--- config.mk ---
export PLATFORM = sky130hd
export DESIGN_NAME = uart_tx_arbiter_flat
export DESIGN_NICKNAME = d
export VERILOG_FILES = /design/src/rtl/uart_tx_arbiter_if.sv /design/src/rtl/uart_tx_arbiter.sv /design/src/flat_wrapper.sv
export SDC_FILE = /design/constraint.sdc
export NUM_CORES = 1
export LEC_CHECK = 0
export BUFFER_PORTS_ARGS = -buffer_cell sky130_fd_sc_hd__buf_2
export CORE_MARGIN = 1
export CORE_UTILIZATION = 42
export CTS_BUF_LIST = sky130_fd_sc_hd__clkbuf_8 sky130_fd_sc_hd__clkbuf_16
export DETAILED_ROUTE_END_ITERATION = 10
export PLACE_DENSITY = 0.93
export SETUP_SLACK_MARGIN = 0.05
export SKIP_CTS_REPAIR_TIMING = 1
export SYNTH_ARGS = -nofsm -noshare
export SYNTH_HDL_FRONTEND = slang
export SYNTH_SLANG_ARGS = --single-unit
export TNS_END_PERCENT = 50
--- constraint.sdc ---
create_clock -name clk -period 4.1 [get_ports clk]
set_input_delay 0.82 -clock clk [delete_from_list [all_inputs] [get_ports clk]]
set_output_delay 0.82 -clock clk [all_outputs]
set_load 0.02 [all_outputs]
--- src/rtl/uart_tx_arbiter_if.sv ---
// Byte-stream bundle between NUM_REQ requesters, the arbiter and the UART transmitter.
interface uart_tx_arbiter_if #(
   parameter int unsigned NUM_REQ = 4
);
   logic [NUM_REQ*8-1:0] req_data;
   logic [NUM_REQ-1:0]   req_valid;
   logic [NUM_REQ-1:0]   req_last;
   logic [NUM_REQ-1:0]   req_ready;
   logic [7:0]           tx_data;
   logic                 tx_valid;
   logic                 tx_ready;
   logic [NUM_REQ-1:0]   grant;
   logic                 busy;
   logic                 timeout;

   modport slave (
      input  req_data, req_valid, req_last, tx_ready,
      output req_ready, tx_data, tx_valid, grant, busy, timeout
   );

   modport master (
      output req_data, req_valid, req_last, tx_ready,
      input  req_ready, tx_data, tx_valid, grant, busy, timeout
   );
endinterface

--- src/rtl/uart_tx_arbiter.sv ---
// Packet-locked round-robin arbiter in front of a UART transmitter byte port.
// Optional stall release is built only when UART_TX_ARB_TIMEOUT_EN is defined.
module uart_tx_arbiter #(
   parameter int unsigned NUM_REQ        = 4,
   parameter int unsigned TIMEOUT_CYCLES = 65535
) (
   input  logic             clk,
   input  logic             rst_n,
   uart_tx_arbiter_if.slave bus
);
   localparam int unsigned IW = (NUM_REQ > 1) ? $clog2(NUM_REQ) : 1;

   typedef enum logic {IDLE, LOCKED} state_t;

   state_t             r_state;
   logic [IW-1:0]      r_ptr;
   logic [IW-1:0]      r_owner;
   logic [NUM_REQ-1:0] r_grant;

   logic [IW-1:0]      w_pick;
   logic [IW-1:0]      w_idx;
   logic               w_any;
   logic [7:0]         w_tx_data;
   logic               w_own_valid;
   logic               w_own_last;
   logic [NUM_REQ-1:0] w_req_ready;
   logic               w_xfer;

   // Scan from the farthest offset down so the nearest valid requester after r_ptr wins last.
   always_comb begin
      w_pick = '0;
      w_any  = 1'b0;
      w_idx  = '0;
      for (int unsigned i = 0; i < NUM_REQ; i++) begin
         w_idx = IW'((32'(r_ptr) + NUM_REQ - i) % NUM_REQ);
         if (bus.req_valid[w_idx]) begin
            w_pick = w_idx;
            w_any  = 1'b1;
         end
      end
   end

   // r_grant is all zero in IDLE, which also gives the zero outputs required there.
   always_comb begin
      w_tx_data   = '0;
      w_own_valid = 1'b0;
      w_own_last  = 1'b0;
      w_req_ready = '0;
      for (int unsigned i = 0; i < NUM_REQ; i++) begin
         if (r_grant[i]) begin
            w_tx_data      = bus.req_data[8*i +: 8];
            w_own_valid    = bus.req_valid[i];
            w_own_last     = bus.req_last[i];
            w_req_ready[i] = bus.tx_ready;
         end
      end
   end

   assign w_xfer = w_own_valid & bus.tx_ready;

`ifdef UART_TX_ARB_TIMEOUT_EN
   localparam int unsigned CW = $clog2(TIMEOUT_CYCLES + 1);
   logic [CW-1:0] r_cnt;
   logic          r_timeout;
`else
   logic w_unused;
   assign w_unused = (TIMEOUT_CYCLES == 0);
`endif

   always_ff @(posedge clk or negedge rst_n) begin
      if (!rst_n) begin
         r_state   <= IDLE;
         r_ptr     <= IW'(NUM_REQ - 1);
         r_owner   <= '0;
         r_grant   <= '0;
`ifdef UART_TX_ARB_TIMEOUT_EN
         r_cnt     <= '0;
         r_timeout <= 1'b0;
`endif
      end else begin
`ifdef UART_TX_ARB_TIMEOUT_EN
         r_timeout <= 1'b0;
`endif
         case (r_state)
            IDLE: begin
               if (w_any) begin
                  r_owner <= w_pick;
                  r_grant <= NUM_REQ'(1) << w_pick;
                  r_state <= LOCKED;
`ifdef UART_TX_ARB_TIMEOUT_EN
                  r_cnt   <= '0;
`endif
               end
            end
            LOCKED: begin
               if (w_xfer && w_own_last) begin
                  r_ptr   <= r_owner;
                  r_grant <= '0;
                  r_state <= IDLE;
               end
`ifdef UART_TX_ARB_TIMEOUT_EN
               else if (w_xfer) begin
                  r_cnt <= '0;
               end else if (!w_own_valid) begin
                  if (r_cnt == CW'(TIMEOUT_CYCLES - 1)) begin
                     r_timeout <= 1'b1;
                     r_ptr     <= r_owner;
                     r_grant   <= '0;
                     r_state   <= IDLE;
                  end else begin
                     r_cnt <= r_cnt + 1'b1;
                  end
               end
`endif
            end
            default: r_state <= IDLE;
         endcase
      end
   end

   assign bus.tx_data   = w_tx_data;
   assign bus.tx_valid  = w_own_valid;
   assign bus.req_ready = w_req_ready;
   assign bus.grant     = r_grant;
   assign bus.busy      = (r_state == LOCKED);
`ifdef UART_TX_ARB_TIMEOUT_EN
   assign bus.timeout   = r_timeout;
`else
   assign bus.timeout   = 1'b0;
`endif
endmodule

--- src/flat_wrapper.sv ---
// flat-port wrapper written by rule: the top's interface ports become plain ports
module uart_tx_arbiter_flat 
#(
   parameter int unsigned NUM_REQ        = 4,
   parameter int unsigned TIMEOUT_CYCLES = 65535
)
  (clk, rst_n, bus_req_data, bus_req_valid, bus_req_last, bus_tx_ready, bus_req_ready, bus_tx_data, bus_tx_valid, bus_grant, bus_busy, bus_timeout);
  uart_tx_arbiter_if #(.NUM_REQ(NUM_REQ)) bus_i ();
  input  logic clk;
  input  logic rst_n;
  input wire logic [$bits(bus_i.req_data)-1:0] bus_req_data;
  input wire logic [$bits(bus_i.req_valid)-1:0] bus_req_valid;
  input wire logic [$bits(bus_i.req_last)-1:0] bus_req_last;
  input wire logic [$bits(bus_i.tx_ready)-1:0] bus_tx_ready;
  output wire logic [$bits(bus_i.req_ready)-1:0] bus_req_ready;
  output wire logic [$bits(bus_i.tx_data)-1:0] bus_tx_data;
  output wire logic [$bits(bus_i.tx_valid)-1:0] bus_tx_valid;
  output wire logic [$bits(bus_i.grant)-1:0] bus_grant;
  output wire logic [$bits(bus_i.busy)-1:0] bus_busy;
  output wire logic [$bits(bus_i.timeout)-1:0] bus_timeout;
  assign bus_i.req_data = bus_req_data;
  assign bus_i.req_valid = bus_req_valid;
  assign bus_i.req_last = bus_req_last;
  assign bus_i.tx_ready = bus_tx_ready;
  assign bus_req_ready = bus_i.req_ready;
  assign bus_tx_data = bus_i.tx_data;
  assign bus_tx_valid = bus_i.tx_valid;
  assign bus_grant = bus_i.grant;
  assign bus_busy = bus_i.busy;
  assign bus_timeout = bus_i.timeout;
  uart_tx_arbiter #(.NUM_REQ(NUM_REQ), .TIMEOUT_CYCLES(TIMEOUT_CYCLES)) u_core (.clk(clk), .rst_n(rst_n), .bus(bus_i));
endmodule
==> results of run 1 <==
## path summary, 6_finish.rpt
check / start / end / slack [ps] / cells past startpoint
worst max register to register: u_core.bus.grant[3]$_DFFE_PN0P_ / u_core.bus.grant[2]$_DFFE_PN0P_ / 2080 / 4
min in group clk: u_core.r_owner[1]$_DFFE_PN0P_ / u_core.r_owner[1]$_DFFE_PN0P_ / 480 / 1
worst max-delay path: u_core.bus.grant[1]$_DFFE_PN0P_ / bus_tx_data[2] / 1360 / 4
worst min-delay path: rst_n / u_core.bus.grant[1]$_DFFE_PN0P_ / 430 / 1
max in group asynchronous: rst_n / u_core.r_ptr[0]$_DFFE_PN1P_ / 3430 / 1
worst min register to register: u_core.r_owner[1]$_DFFE_PN0P_ / u_core.r_owner[1]$_DFFE_PN0P_ / 480 / 1
## cell families after synthesis
kind of cell           Yosys count
multiplexers                     3
other                            1
flip-flops                       9
AND/OR/NAND/NOR                 38
buffers and inverters            8
AO/OA/AOI/OAI                   35
## power breakdown
group	leakage [nW]	total [mW]	internal (mW)	switching (mW)
Clock	0.0269	0.0994	0.0651	0.0343
Combinational	0.426	0.477	0.217	0.260
Sequential	0.108	0.220	0.131	0.0884
## per-layer routing
metal  GRT usage  wire length (um)  part of all wire
met5           0                 0                 0
met4       0.135                34             0.015
met3      0.0157                94             0.041
met2       0.366              1130              0.50
met1       0.282              1010              0.44
## cells in the final DEF (no fill, tap or decap), types with 3 or more instances in the layout
cell       n
a221oi_1   7
a32o_1     4
and2_1     4
buf_2     60
clkbuf_8   3
dfrtp_1    7
nand2_1   11
nand2b_1   4
nand3b_1   3
nor2_1     3
nor2b_1   11
o31ai_1    7
## stage by stage
step                      power [mW]  hold WS (ps)   util  instance area [sq um]
after floorplan                0.555           450      -                    817
after global placement         0.679           464  0.620                   1110
after detailed placement       0.698           475  0.620                   1110
after CTS                      0.801           428  0.646                   1150
after global routing           0.858           433  0.646                   1150
final                          0.796           425  0.646                   1150
## flip-flops by register name, summed over array words and instances (netlist names)
| signal | flops |
|---|---|
| u_core.r_ptr | 2 |
| u_core.r_owner | 2 |
| u_core.bus.grant | 4 |
| u_core.bus.busy | 1 |
## cell type report
cell class | count | share of cell area
multi-input cells | 77 | 0.475
repair buffers | 60 | 0.261
flip-flops and latches | 9 | 0.198
clock buffers | 3 | 0.0359
well taps | 25 | 0.0272
clock inverters | 1 | 0.00326
==> qor.csv, run 1 <==
metric,value,unit
synth_top_family_by_area,compound AO/OA/AOI/OAI gates,
antenna_left,0,
area_delta_synth_final,40.9,%
netlist_area,817,sq um
timing.fmax,365,MHz
portBuffers,60,
hold_violations,0,
core-area,0.00178,sq mm
cts_max_level,1,
synth.area.top_cells,"dfrtp_1 21%, nor2b_1 8.4%, a221oi_1 7.5%, dfstp_2 6.4%, o31ai_1 6.4%",
grt_max_degree,26,
synth_compound_area_frac,0.360,
synth-warning-count,0,
fin_nets,194,
synth-seq-cells,9,
drtIter0Drc,8,
hpwl,1.74,mm
post_route_cells_drive_above_1_share,0.460,
grt-ovfl-total,0,
synthAdderAreaFrac,0,
grt_pass1_wl,3.42,mm
ioPinCount,62,
instances_no_fill,175,
slowest_delay,550,ps
worstPathRequired,3280,ps
wire_per_inst,13.0,um
rsz0062_at_grt,false,
ys_seq_area_frac,0.279,
synth_edf_count,0,
synthMuxAreaShare,0.0490,
worst-path-max-fanout,16,
power-per-cell-area,692,mW/mm^2
worst_slack,1360,ps
ff_latch_area,228,sq um
clk_pin_slew_worst_paths,40,ps
path_cells,nor2b_1 > a221oi_1 > o31ai_1 > buf_2,
drv_cap,0,
ys_top_cells_by_count,"11 x nand2_1, 11 x nor2b_1, 7 x a221oi_1, 7 x dfrtp_1, 7 x o31ai_1",
row_count,15,
die_w,46.1,um
syn-num-nets,137,
synth_flop_cell,dfrtp_1,
crit_slowest_cell,dfrtp_1,
grt_pass1_vias,876,
vdd_drop_max,0.479,mV
cts_root_buf,clkbuf_8,
post-route-drc-count,0,
cts_made_buffers,3,
grt_usage,0.222,
die-area,0.00213,sq mm
fin_crit_sh,0.669,
via_per_inst,5.39,
cts_tree,built,
drt-total-wl,2.27,mm
ys_async_sr_fraction,1.00,
path_class,flop to primary output,
nFillCells,150,
multi_input_area,547,sq um
num_antenna_cells,0,
leakage,0.561,nW
clockBufferDepth,2,
drv_slew,0,
synth.largest_area_cell,dfrtp_1,
dp_cells,171,
status,"finished, final reports clean",
first_pass_iters,4,
yosys.area_share.simple,0.256,
antenna_found_initial,0,
avgSynthCellArea,8.69,sq um
synthDistinctLibCells,33,
netlist.area_leader.share,0.214,
syn_inst,94,
max_slew_margin,0.503,
die_y,46.1,um
fin_crit,2740,ps
hp-class,primary input to asynchronous set/reset pin,
cp-start-kind,flop,
cp-end-kind,primary output,
vias,944,
gp_congestion,0.768,
numClockSinks,9,
critPathTopFamily,flip-flops,
arrival,1920,ps
initial_core_util,0.458,
setup_viol,0,
synthXorXnorAreaFrac,0,
critPathBufInv,1,
tightest_slew,746,ps
clock_latency,230,ps
fin_worst_skew,4.84,ps
finalSetupTns,0,ps
pre_cts_ws,1600,ps
No activity file was read; power rests on OpenSTA's default activity.
==> inputs of run 2 (changes only) <==
--- a/config.mk
+++ b/config.mk
@@ -5,12 +5,13 @@
 export SDC_FILE = /design/constraint.sdc
 export NUM_CORES = 1
 export LEC_CHECK = 0
+export ABC_AREA = 1
 export BUFFER_PORTS_ARGS = -buffer_cell sky130_fd_sc_hd__buf_2
 export CORE_MARGIN = 1
-export CORE_UTILIZATION = 42
+export CORE_UTILIZATION = 38
 export CTS_BUF_LIST = sky130_fd_sc_hd__clkbuf_8 sky130_fd_sc_hd__clkbuf_16
 export DETAILED_ROUTE_END_ITERATION = 10
-export PLACE_DENSITY = 0.93
+export PLACE_DENSITY = 0.84
 export SETUP_SLACK_MARGIN = 0.05
 export SKIP_CTS_REPAIR_TIMING = 1
 export SYNTH_ARGS = -nofsm -noshare
==> constraint.sdc (replaced) <==
create_clock -name clk -period 2.34 [get_ports clk]
set_input_delay 0.468 -clock clk [delete_from_list [all_inputs] [get_ports clk]]
set_output_delay 0.468 -clock clk [all_outputs]
set_load 0.02 [all_outputs]
==> run 2 against run 1 <==
  * Sequential cell count unchanged
  * Clock skew decreased by 4.3 ps
  * Combinational power decreased by 86%
  * Clock power increased by 73%
  * Largest cell class unchanged
  * Routed wire length increased by 12%
  * Critical path depth increased by 2
  * Clock-buffer cell count unchanged
  * Global-route usage decreased by 3.5 points
  * Synthesized cell count increased by 80%
  * Non-clock buffer count increased by 1
  * Area after synthesis increased by 21%
  * Sequential share of layout area decreased by 2.8 points
==> qor.csv, run 2 <==
metric,value,unit
status,"finished, final reports clean",
multi_input_area,632,sq um
synth-warning-count,0,
synthXorXnorAreaFrac,0,
fin_crit_sh,0.884,
num_antenna_cells,0,
yosys.area_share.simple,0.436,
finalSetupTns,0,ps
avgSynthCellArea,5.86,sq um
numClockSinks,9,
post_route_cells_drive_above_1_share,0.392,
cp-end-kind,primary output,
grt_pass1_wl,3.95,mm
ys_top_cells_by_count,"64 x nand2_1, 19 x inv_1, 18 x o21ai_0",
gp_congestion,0.796,
worstPathRequired,1870,ps
holdWs,85.8,ps
drtIter0Drc,19,
synth-seq-cells,9,
grt_usage,0.187,
clk_pin_slew_worst_paths,40,ps
met2_length,1.22,mm
syn_inst,169,
yosysMostFrequentCell,nand2_1,
clock_latency,230,ps
slowest_delay,540,ps
core-area,0.00248,sq mm
power-per-cell-area,293,mW/mm^2
cts_root_buf,clkbuf_8,
antenna_left,0,
synth.area.top_cells,"nand2_1 24%, dfrtp_1 18%, o21ai_0 9.1%, inv_1 7.2%, nand2_2 6.9%",
synthAdderAreaFrac,0,
area_delta_synth_final,35.2,%
largest_reg_flops,4,
fin_nets,271,
portBuffers,60,
cts_max_level,1,
first_pass_iters,4,
ioPinCount,62,
vdd_drop_max,0.235,mV
clockBufferDepth,2,
syn-num-nets,212,
ys_seq_area_frac,0.230,
antenna_found_initial,0,
hold_violations,0,
hpwl,2.03,mm
drv_slew,0,
grt_max_degree,20,
synthMuxAreaShare,0,
drv_cap,0,
crit_slowest_cell,dfrtp_1,
met3WireLength,236,um
timing.fmax,484,MHz
synthDistinctLibCells,24,
wire_per_inst,9.92,um
vias,1231,
initial_core_util,0.400,
synth_flop_cell,dfrtp_1,
critPathTopFamily,flip-flops,
die_w,53.1,um
rsz0062_at_grt,false,
critPathLaunch,u_core.bus.grant[1]$_DFFE_PN0P_,
grt_pass1_vias,1006,
drt-total-wl,2.55,mm
worst-path-max-fanout,14,
fin_crit,2070,ps
netlist.area_leader.share,0.242,
synth_compound_area_frac,0.198,
cts_tree,built,
synth_edf_count,0,
fin_worst_skew,0.589,ps
cts_made_buffers,3,
arrival,1600,ps
ff_latch_area,228,sq um
ys_async_sr_fraction,1.00,
timing.critical_path.mode_cell,nand2_1,
die-area,0.00282,sq mm
cp-start-kind,flop,
met1_length,1.09,mm
rr_startpoint,u_core.bus.grant[1]$_DFFE_PN0P_,
synth_top_family_by_area,simple AND/OR/NAND/NOR gates,
p_total,393,uW
leakage,0.809,nW
top_layer,met3,
synth.largest_area_cell,nand2_1,
layout_common_cells,"64 x nand2_1, 60 x buf_2, 20 x inv_1",
hp-class,primary input to asynchronous set/reset pin,
path_class,flop to primary output,
critPathBufInv,1,
row_count,18,
netlist_area,991,sq um
nFillCells,261,
via_per_inst,4.79,
path_cells,nor2_4 > nand2_1 > nand2_1 > o211ai_1 > o21ai_2 > buf_2,
grt-ovfl-total,0,
die_y,53.1,um
post-route-drc-count,0,
setup_viol,0,
final_common_cell,nand2_1,
[run 2: changes by cell type in the layout (fill, tap and decap cells not counted), sizes merged, moves of 7 or more]
cell / before / now
a21oi: 2 / 12
a221oi: 7 / 0
inv: 1 / 23
nand2: 11 / 76
nand3: 0 / 13
nor2b: 11 / 0
o21ai: 3 / 22
o31ai: 7 / 0
[run 2: per-stage QoR]
step / instance area [sq um] / setup WS, ps / instances / utilization
after detailed placement: 1290 / 516 / 253 / 0.523
after global routing: 1340 / 55.7 / 257 / 0.541
final: 1340 / 272 / 257 / 0.541
after global placement: 1290 / 559 / 253 / 0.523
after floorplan: 991 / 433 / 169 / -
after CTS: 1340 / 268 / 257 / 0.541
[run 2: cell families (layout without fill, tap and decap cells)]
kind of cell / Yosys count / in the layout
AO/OA/AOI/OAI: 36 / 36
flip-flops: 9 / 9
AND/OR/NAND/NOR: 94 / 94
other: 1 / 1
buffers and inverters: 29 / 87
[run 2: layer usage]
| layer | track usage | vias up |
|---|---|---|
| li1 | - | 649 |
| met1 | 0.213 | 536 |
| met2 | 0.346 | 46 |
| met3 | 0.0489 | 0 |
| met4 | 0.0395 | 0 |
| met5 | 0 | - |
[run 2: final cells by class]
class / count / area share
multi-input combinational: 131 / 0.472
inverter: 22 / 0.0672
sequential: 9 / 0.170
clock buffer: 3 / 0.0308
clock inverter: 1 / 0.00280
timing repair buffer: 61 / 0.230
tap: 30 / 0.0280
[run 2: power breakdown]
group	internal, mW	switching (mW)
Combinational	0.0320	0.0331
Sequential	0.156	0
Clock	0.114	0.0579
Total	0.302	0.0910
[run 2: worst paths after layout]
| check | end | slack [ps] | depth (start not counted) |
|---|---|---|---|
| worst min-delay path | u_core.r_owner[0]$_DFFE_PN0P_ | 90 | 1 |
| max in group asynchronous | u_core.r_ptr[0]$_DFFE_PN1P_ | 2010 | 1 |
| worst max register to register | u_core.bus.grant[2]$_DFFE_PN0P_ | 700 | 8 |
| min in group clk | u_core.r_ptr[0]$_DFFE_PN1P_ | 500 | 2 |
| worst max-delay path | bus_tx_valid | 270 | 6 |
| worst min register to register | u_core.r_ptr[0]$_DFFE_PN1P_ | 500 | 2 |
==> inputs of run 3 (changes only) <==
--- a/config.mk
+++ b/config.mk
@@ -11,9 +11,10 @@
 export CORE_UTILIZATION = 38
 export CTS_BUF_LIST = sky130_fd_sc_hd__clkbuf_8 sky130_fd_sc_hd__clkbuf_16
 export DETAILED_ROUTE_END_ITERATION = 10
-export PLACE_DENSITY = 0.84
+export PLACE_DENSITY = 0.75
 export SETUP_SLACK_MARGIN = 0.05
 export SKIP_CTS_REPAIR_TIMING = 1
+export SLEW_MARGIN = 0
 export SYNTH_ARGS = -nofsm -noshare
 export SYNTH_HDL_FRONTEND = slang
 export SYNTH_SLANG_ARGS = --single-unit
==> run 3 against run 2 <==
  * Fmax down 1.4%
  * Largest power group unchanged
  * First-iteration DRC count increased by 16%
  * Total power rose by 0.49%
  * Core utilization stayed put
  * Via count fell by 1.1%
  * Critical endpoint is now bus_tx_data[3]
  * Final cell count unchanged
  * Non-clock buffer count unchanged
  * Sequential power is essentially flat
  * Critical path depth did not move
==> qor.csv, run 3 (same netlist as run 2, synthesis figures left out) <==
metric,value,unit
antenna_found_initial,0,
clock_latency,230,ps
clockBufferDepth,2,
p_int,302,uW
cp-end-kind,primary output,
area_delta_synth_final,35.2,%
fin_crit_sh,0.896,
initial_core_util,0.400,
place_area,0.00129,sq mm
dp_cells,253,
worst-path-max-fanout,14,
design_area,0.00134,sq mm
die-area,0.00282,sq mm
fin_nets,271,
finalSetupTns,0,ps
grt_pass1_wl,4.13,mm
drv_cap,0,
ioPinCount,62,
vias,1217,
fin_util,0.541,
fin_crit,2100,ps
r2r-end,u_core.bus.grant[1]$_DFFE_PN0P_,
worstPathRequired,1870,ps
grt_usage,0.194,
vdd_drop_max,0.305,mV
portBuffers,60,
cts_root_buf,clkbuf_8,
drtIter0Drc,22,
gp_congestion,0.920,
power-per-cell-area,295,mW/mm^2
grt_pass1_vias,1011,
cts_max_level,1,
hpwl,2.11,mm
wire_per_inst,10.6,um
p_switching,92.9,uW
rsz0062_at_grt,false,
seqPwrFrac,0.396,
post_route_cells_drive_above_1_share,0.392,
antenna_left,0,
cp-start-kind,flop,
drt-total-wl,2.74,mm
num_antenna_cells,0,
grt_max_degree,15,
drv_slew,0,
first_pass_iters,4,
hold_violations,0,
numClockSinks,9,
die_w,53.1,um
rr_startpoint,u_core.bus.grant[1]$_DFFE_PN0P_,
swShare,0.235,
via_per_inst,4.74,
die_y,53.1,um
fin_worst_skew,1.85,ps
r2r_slack,690,ps
leakage,0.809,nW
post-route-drc-count,0,
setup_viol,0,
hp-class,primary input to asynchronous set/reset pin,
final_common_cell,nand2_1,
layout_common_cells,"64 x nand2_1, 60 x buf_2, 20 x inv_1",
core-area,0.00248,sq mm
clk_pin_slew_worst_paths,50,ps
arrival,1630,ps
grt-ovfl-total,0,
row_count,18,
largest_reg_flops,4,
cts_made_buffers,3,
timing.fmax,477,MHz
rr_worst_depth,8,
path_class,flop to primary output,
status,"finished, final reports clean",
instances_no_fill,257,
pwr-share-comb,0.165,
cts_tree,built,
p_clk_frac,0.440,
-- run 3: worst max-delay path by stage --
stage | startpoint | end | slack [ps] | cells past startpoint
6_report | u_core.bus.grant[1]$_DFFE_PN0P_ | bus_tx_data[3] | 240 | 6
2_1_floorplan | u_core.bus.grant[1]$_DFFE_PN0P_ | bus_tx_data[3] | 430 | 5
5_1_grt | u_core.bus.grant[1]$_DFFE_PN0P_ | bus_tx_data[5] | 80 | 6
3_3_place_gp | u_core.bus.grant[1]$_DFFE_PN0P_ | bus_tx_data[2] | 540 | 6
3_5_place_dp | u_core.bus.grant[1]$_DFFE_PN0P_ | bus_tx_data[3] | 490 | 6
4_1_cts | u_core.bus.grant[1]$_DFFE_PN0P_ | bus_tx_data[3] | 240 | 6
-- run 3: cell type report --
type	instances	area, sq um
multi-input cells	131	632
inverters	22	90.1
clock buffers	3	41.3
repair buffers	61	308
clock inverters	1	3.75
flip-flops and latches	9	228
well taps	30	37.5
fillers	267	1140
-- run 3: metrics by stage --
stage	hold WS, ps	power (mW)	worst slack (ps)
final	82.0	0.395	243
after global placement	326	0.223	539
after CTS	83.1	0.402	244
after detailed placement	331	0.223	491
after global routing	92.9	0.417	82.1
after floorplan	172	0.182	433
-- run 3: per-layer routing --
layer  GRT usage  share of wire
met1       0.250           0.47
met2       0.331           0.47
met3      0.0172          0.064
met4      0.0746              0
met5           0              0
-- run 3: power groups by stage --
stage	clock (mW)	sequential [mW]	combinational, mW
detailed placement	0	0.159	0.0645
global placement	0	0.159	0.0647
finish	0.174	0.156	0.0651
global route	0.187	0.156	0.0736
floorplan	0	0.159	0.0237
CTS	0.180	0.156	0.0651
-- run 3: critical path, stage by stage (launching register included) --
cell and delay [ps]:
dfrtp_1 550, nor2_4 300, nand2_1 70, nand2_1 60
o21ai_0 70, o21ai_0 160, buf_2 190
